[config.mk]
export PLATFORM = sky130hd
export DESIGN_NAME = lfsr_arb_ctrl
export DESIGN_NICKNAME = d
export VERILOG_FILES = /design/src/rtl/lfsr_arb_ctrl.sv
export SDC_FILE = /design/constraint.sdc
export NUM_CORES = 1
export LEC_CHECK = 0
export CELL_PAD_IN_SITES_DETAIL_PLACEMENT = 0
export CELL_PAD_IN_SITES_GLOBAL_PLACEMENT = 1
export CORE_MARGIN = 1
export CORE_UTILIZATION = 39
export DETAILED_ROUTE_END_ITERATION = 6
export PLACE_DENSITY_LB_ADDON = 0.25
export SYNTH_ARGS = -nofsm -noshare
export SYNTH_HDL_FRONTEND = slang
export SYNTH_SLANG_ARGS = --single-unit
export TNS_END_PERCENT = 1
[constraint.sdc]
create_clock -name clk -period 2.28 [get_ports clk]
set_input_delay 0.228 -clock clk [delete_from_list [all_inputs] [get_ports clk]]
set_output_delay 0.228 -clock clk [all_outputs]
set_load 0.01 [all_outputs]
[src/rtl/lfsr_arb_ctrl.sv]
// rtl/lfsr_arb_ctrl.sv - round-robin sequencer sharing one 16-bit Fibonacci LFSR
//
// Purpose:
//   Shares one LFSR (shift left, feedback q15^q13^q12^q10) between NREQ
//   requesters. Each grant advances the LFSR STEPS times, then delivers the
//   word to the granted requester for one cycle. Grantees are chosen
//   round-robin.
//
// Ports:
//   clk        in   1     clock, posedge
//   reset      in   1     synchronous, active-high
//   req        in   NREQ  per-requester request level, sampled only in IDLE
//   seed_load  in   1     load seed_data into the LFSR (IDLE only)
//   seed_data  in   16    seed value; zero is replaced by SEED
//   gnt        out  NREQ  one-hot grant pulse, coincident with rnd_valid
//   rnd_valid  out  1     rnd_data valid pulse
//   rnd_data   out  16    delivered word, held between deliveries
//   busy       out  1     sequencer not idle
//   word_cnt   out  16    deliveries so far, wrapping (LFSR_ARB_STATS_EN only)
//
// Configuration macro: LFSR_ARB_STATS_EN adds the word_cnt output.
module lfsr_arb_ctrl #(
  parameter int          NREQ  = 4,
  parameter int          STEPS = 16,
  parameter logic [15:0] SEED  = 16'hFFFF
) (
  input  logic            clk,
  input  logic            reset,
  input  logic [NREQ-1:0] req,
  input  logic            seed_load,
  input  logic [15:0]     seed_data,
  output logic [NREQ-1:0] gnt,
  output logic            rnd_valid,
  output logic [15:0]     rnd_data,
  output logic            busy
`ifdef LFSR_ARB_STATS_EN
  ,
  output logic [15:0]     word_cnt
`endif
);

  localparam int          PW       = (NREQ > 1) ? $clog2(NREQ) : 1;
  localparam logic [15:0] CNT_INIT = 16'(STEPS - 1);

  typedef enum logic [1:0] {IDLE, SHIFT, DELIVER} state_t;

  state_t          state, state_d;
  logic [15:0]     lfsr, lfsr_d;
  logic [15:0]     cnt, cnt_d;
  logic [PW-1:0]   rr_ptr, rr_d;
  logic [PW-1:0]   g, g_d;
  logic [NREQ-1:0] gnt_d;
  logic            valid_d;
  logic [15:0]     rnd_data_d;
  logic [PW-1:0]   sel;
  logic [PW:0]     idx;

  function automatic logic [15:0] lfsr_step(input logic [15:0] q);
    return {q[14:0], q[15] ^ q[13] ^ q[12] ^ q[10]};
  endfunction

  // Round-robin pick: scan offsets from the highest down so the last hit,
  // i.e. the one closest to rr_ptr going upward, wins.
  always_comb begin
    sel = '0;
    idx = '0;
    for (int i = NREQ - 1; i >= 0; i--) begin
      idx = {1'b0, rr_ptr} + (PW+1)'(i);
      if (idx >= (PW+1)'(NREQ)) idx = idx - (PW+1)'(NREQ);
      if (req[idx[PW-1:0]]) sel = idx[PW-1:0];
    end
  end

  always_comb begin
    state_d    = state;
    lfsr_d     = lfsr;
    cnt_d      = cnt;
    rr_d       = rr_ptr;
    g_d        = g;
    gnt_d      = '0;
    valid_d    = 1'b0;
    rnd_data_d = rnd_data;
    case (state)
      IDLE: begin
        if (seed_load) lfsr_d = (seed_data == 16'h0000) ? SEED : seed_data;
        if (|req) begin
          g_d     = sel;
          cnt_d   = CNT_INIT;
          state_d = SHIFT;
        end
      end
      SHIFT: begin
        lfsr_d = lfsr_step(lfsr);
        cnt_d  = cnt - 16'd1;
        // Outputs are registered, so the pulse is loaded here and shows up
        // while the FSM sits in DELIVER.
        if (cnt == 16'd0) begin
          state_d    = DELIVER;
          gnt_d      = NREQ'(1) << g;
          valid_d    = 1'b1;
          rnd_data_d = lfsr_step(lfsr);
        end
      end
      DELIVER: begin
        rr_d    = (g == PW'(NREQ - 1)) ? '0 : g + 1'b1;
        state_d = IDLE;
      end
      default: state_d = IDLE;
    endcase
  end

  always_ff @(posedge clk) begin
    if (reset) begin
      state     <= IDLE;
      lfsr      <= SEED;
      cnt       <= '0;
      rr_ptr    <= '0;
      g         <= '0;
      gnt       <= '0;
      rnd_valid <= 1'b0;
      rnd_data  <= '0;
    end else begin
      state     <= state_d;
      lfsr      <= lfsr_d;
      cnt       <= cnt_d;
      rr_ptr    <= rr_d;
      g         <= g_d;
      gnt       <= gnt_d;
      rnd_valid <= valid_d;
      rnd_data  <= rnd_data_d;
    end
  end

`ifdef LFSR_ARB_STATS_EN
  always_ff @(posedge clk) begin
    if (reset) word_cnt <= '0;
    else if (state == DELIVER) word_cnt <= word_cnt + 16'd1;
  end
`endif

  assign busy = (state != IDLE);

endmodule

* Word level (Yosys, flattened, before mapping) *
Cells that the tools add are included.

word-level totals
  register bits after elaboration = 59
  bits in latches = 0
  RAM bits = 0
  bits in read-only memories = 0
  input bits = 23
  output and inout bits = 22
  logic and storage cells = 76
  memories = 0

operators by class
  $add $sub $neg = 9
  multipliers = 0
  divide/modulo/power cells = 0
  $lt $le $gt $ge = 8
  equal/unequal tests = 6
  shift-type cells = 1
  multiplexer cells = 26
  bitwise gates (word level) = 5
  reduce and logical (&&, ||, !) cells = 13

operators by type and width
  kind                     number
  $pmux W16 S2             2
  $mux W16                 3
  $logic_not A16 Y1        2
  $mux W2                  11
  $sub A16 B1 Y16 const B  1
  $lt A2 B3 Y1 const B     4
  $reduce_and A2 Y1        5
  $ge A3 B3 Y1 const B     3
  $bmux W1 S2              4
  $sub A2 B1 Y2 const B    4
  $add A2 B2 Y3 const B    2
  $ne A2 B2 Y1 const B     3
  $mux W1                  5
  $eq A2 B2 Y1 const B     2
  $pmux W2 S2              1
  $reduce_bool A2 Y1       2
  $reduce_or A4 Y1         1
  $shl A1 B2 Y4 const A    1
  $add A2 B1 Y3 const B    1
  $ge A2 B3 Y1 const B     1
  $reduce_or A3 Y1         1
  $xor A1 B1 Y1            3
  $add A2 B1 Y2 const B    1
  $eq A2 B1 Y1 const B     1
  3 further kinds          4

* Depth between registers and ports, before layout *
  depth in word-level cells = 9
  mapped depth = 7
  gate-level depth less buffers = 6

* Least setup slack after synthesis *
No wires, ideal clock.

  kind = reg2reg
  from = register cnt[0]
  to = register rnd_data[13]
  library setup time = 0.070 ns
  data arrival time = 1.582 ns
  data required time = 2.210 ns
  slack = 0.627 ns
  stages on the path, launching flop included = 8
  path buffers = 1
  clock period less this slack = 1.653 ns
  cell sequence = dfxtp_1 -> inv_1 -> ha_1 -> nor4b_1 -> nand4_2 -> buf_2 -> or3_1 -> a21oi_1

on the way
  longest elaborated chain between the ends = 2

RTL lines
  item                                line  source
  start, declared                     49    logic [15:0] cnt, cnt_d;
  start signal, assigned              125   cnt <= cnt_d;
  $logic_not A16 Y1                   97    if (cnt == 16'd0) begin
  $reduce_and A2 Y1 (no source line)  -
  end signal, assigned                130   rnd_data <= rnd_data_d;
  end, declared                       34    output logic [15:0] rnd_data,

Every way passes these cells.
A chain may end at the register's enable or synchronous reset.

* Worst setup path in the final report *
  from = register cnt[0]
  to = register rnd_data[2]

The elaborated chain is that of the path after synthesis.

==> out/qor.yml <==
finish:
  drive_above_1_share: 0.101
  fin_nets: 378
  design_area_um2: 3340
  diodes: 0
  fill_cells: 607
  multi_input_area_um2: 1280
  area_growth_pct: 26.7
  finish.utilization: 0.520
  seq_area_um2: 1180
clock_tree:
  hold_buffers: 0
  postCtsSetupRepairBufs: 0
  clockBufferDepth: 2
  htreeDepth: 3
  root_buffer: "clkbuf_8"
  cts_buffers: 9
  clk_latency_ns: 0.33
  cts_resized: 0
  cts.sinks: 59
  cts_tree: "built"
  clk_pin_slew_worst_paths_ns: 0.06
setup_path:
  crit_path_start: "cnt[0]$_SDFFE_PP0P_"
  worstSetupPathType: "flop to flop"
  crit_buf_inv: 2
  critPathMaxStageDelay_ns: 0.33
  start_kind: "flop"
  path_max_fanout: 28
  required_ns: 2.54
  crit_arrival_ns: 2.13
  crit_family: "simple AND/OR/NAND/NOR gates"
  worstReg2RegStart: "cnt[0]$_SDFFE_PP0P_"
  path_cells: "inv_1 -> ha_1 -> nor4b_1 -> nand4_2 -> buf_4 -> or3_1 -> a21oi_1"
  crit_slowest_cell: "dfxtp_1"
  worstSetupEndpointType: "flop"
synthesis:
  yosys.cell_types.count: 45
  ys_warn_count: 0
  synthFlopType: "dfxtp_1"
  synthArstFlopShare: 0
  syn_area_per_cell_um2: 8.58
  synth_edf_count: 0
  synthCells: 307
  ys_ff_latch: 59
  syn_nets: 333
  synthesis.area_um2: 2640
  yosysSeqAreaShare: 0.448
timing:
  finalCritPeriodShare: 0.819
  rsz0062_at_grt: "false"
  slew_headroom: 0.686
  setup_viol: 0
  hold_viol: 0
  max_freq_mhz: 536
  final_max_slew_viol_count: 0
  worst_pin_slew_ns: 0.467
  fin_crit_ns: 1.87
  setup_slack_ns: 0.413
  finalSetupTns_ns: 0
  hold_slack_ns: 0.476
  skew_ns: 0.00700
outcome:
  violations: "DRC"
  status: "finished with violations"
drt:
  totalWireLength_um: 5970
  drcViolationCount: 4
  routedWlPerCell_um: 13.8
  drtPass1Iterations: 7
  ant_nets: 0
  routed_via_density: 5.40
  drt_iter0_markers: 152
  num_vias: 2331
global_routing:
  overflow: 0
  grt_start_max_net_pins: 50
  antenna_found_initial: 0
  grtUsageTotal: 0.183
  grt_pass1_vias: 2141
  grt_pass1_wl_um: 10300
die:
  die_y_um: 84.2
  core.rowCount: 29
  ios: 45
  die_area_um2: 7090
  start_util: 0.410
  die_w_um: 84.2
  core-area_um2: 6420
hold_path:
  hold_class: "flop to flop"
  holdCritStartpoint: "rnd_data[1]$_SDFFE_PP0P_"
power:
  p_leak_nw: 1.31
  ir_drop_uv: 330
  pwr_density_cell_nw_per_um2: 756
placement:
  hpwl_um: 4070
  post_dp_cell_area_um2: 3170
  gp_congestion: 0.802
  pre_cts_slack_ns: 0.168
  io_buffer_count: 44
job:
  maxCapViolCount: 0
## cell type report
| type | instances | share of cell area |
|---|---|---|
| tap | 77 | 0.0288 |
| clock buffer | 11 | 0.0453 |
| clock inverter | 3 | 0.00450 |
| multi-input combinational | 205 | 0.383 |
| sequential | 59 | 0.354 |
| inverter | 22 | 0.0247 |
| timing repair buffer | 55 | 0.160 |
## metal layers
layer	wire length [um]	share of wire	up-vias	track usage
li1	-	-	1212	-
met1	3130	0.52	1042	0.269
met2	2380	0.40	64	0.246
met3	324	0.054	13	0.0423
met4	139	0.023	0	0.0956
met5	0	0	-	0
## synth_stat cells, drive strengths merged (3+ instances only)
master  count  area (um^2)
nor2        4         15.0
nor3        7         45.0
or4         8         63.8
nor4        8         71.3
buf         6         36.3
clkbuf     15         57.6
nand2b      5         31.3
a21oi      51          255
xnor2       5         43.8
dfxtp      59         1180
nand2       7         28.8
or2         5         31.3
o31ai       8         60.1
or3        21          131
ha          3         37.5
inv        22         82.6
o21ai      36          180
o22ai      15         93.8
## where the power goes
group	leakage [nW]	switching, mW	internal (mW)
clock network	0.0908	0.383	0.435
registers	0.483	0.0739	1.11
logic	0.736	0.278	0.241
total	1.31	0.734	1.79
## sequential cells by signal (all words and copies together), names as in the netlist
register / count
gnt: 4
g: 2
state: 2
rr_ptr: 2
rnd_data: 16
lfsr: 16
cnt: 16
rnd_valid: 1
## cells in the final DEF (no fill, tap or decap), types with 3 or more instances in the layout
cell | synthesis | routed
a21oi_1 | 51 | 51
buf_4 | 3 | 10
clkbuf_8 | 0 | 11
clkdlybuf4s50_1 | 0 | 44
clkinv_2 | 0 | 3
dfxtp_1 | 59 | 59
ha_1 | 3 | 3
inv_1 | 22 | 22
nand2_1 | 6 | 6
nand2b_1 | 5 | 5
nor2_1 | 4 | 4
nor3_1 | 5 | 5
nor4_1 | 6 | 6
o21ai_0 | 36 | 36
o22ai_1 | 15 | 15
o31ai_1 | 8 | 8
or2_2 | 3 | 3
or3_1 | 21 | 21
or4_1 | 7 | 7
xnor2_1 | 5 | 5
## worst register-to-register path, delay by kind of cell, from the launching register on
| kind | cells | cell delay [ns] |
|---|---|---|
| and+or+nand+nor | 3 | 0.83 |
| adders and majority gates | 1 | 0.16 |
| DFF | 1 | 0.33 |
| AOI/OAI and AO/OA | 1 | 0.12 |
| buffers and inverters | 2 | 0.35 |
## final timing paths
path	endpoint	slack [ns]	cells after the start
worst max-delay path	rnd_data[2]$_SDFFE_PP0P_	0.41	7
worst min-delay path	rnd_data[1]$_SDFFE_PP0P_	0.48	2
worst max register to register	rnd_data[2]$_SDFFE_PP0P_	0.41	7
worst min register to register	rnd_data[1]$_SDFFE_PP0P_	0.48	2
## through the flow
step | std cells | total power, mW
floorplan | 307 | 1.53
global placement | 418 | 1.72
detailed placement | 418 | 1.73
CTS | 432 | 2.55
global route | 432 | 2.68
finish | 432 | 2.52
## cell families after synthesis
kind of cell             share of synthesized area
AND/OR/NAND/NOR                              0.185
flip-flops                                   0.448
buffers and inverters                       0.0669
XOR/XNOR                                    0.0233
AO/OA/AOI/OAI                                0.255
multiplexers                               0.00760
adder cells (fa/ha/maj)                     0.0142
Power figures use the tool's default switching activity.
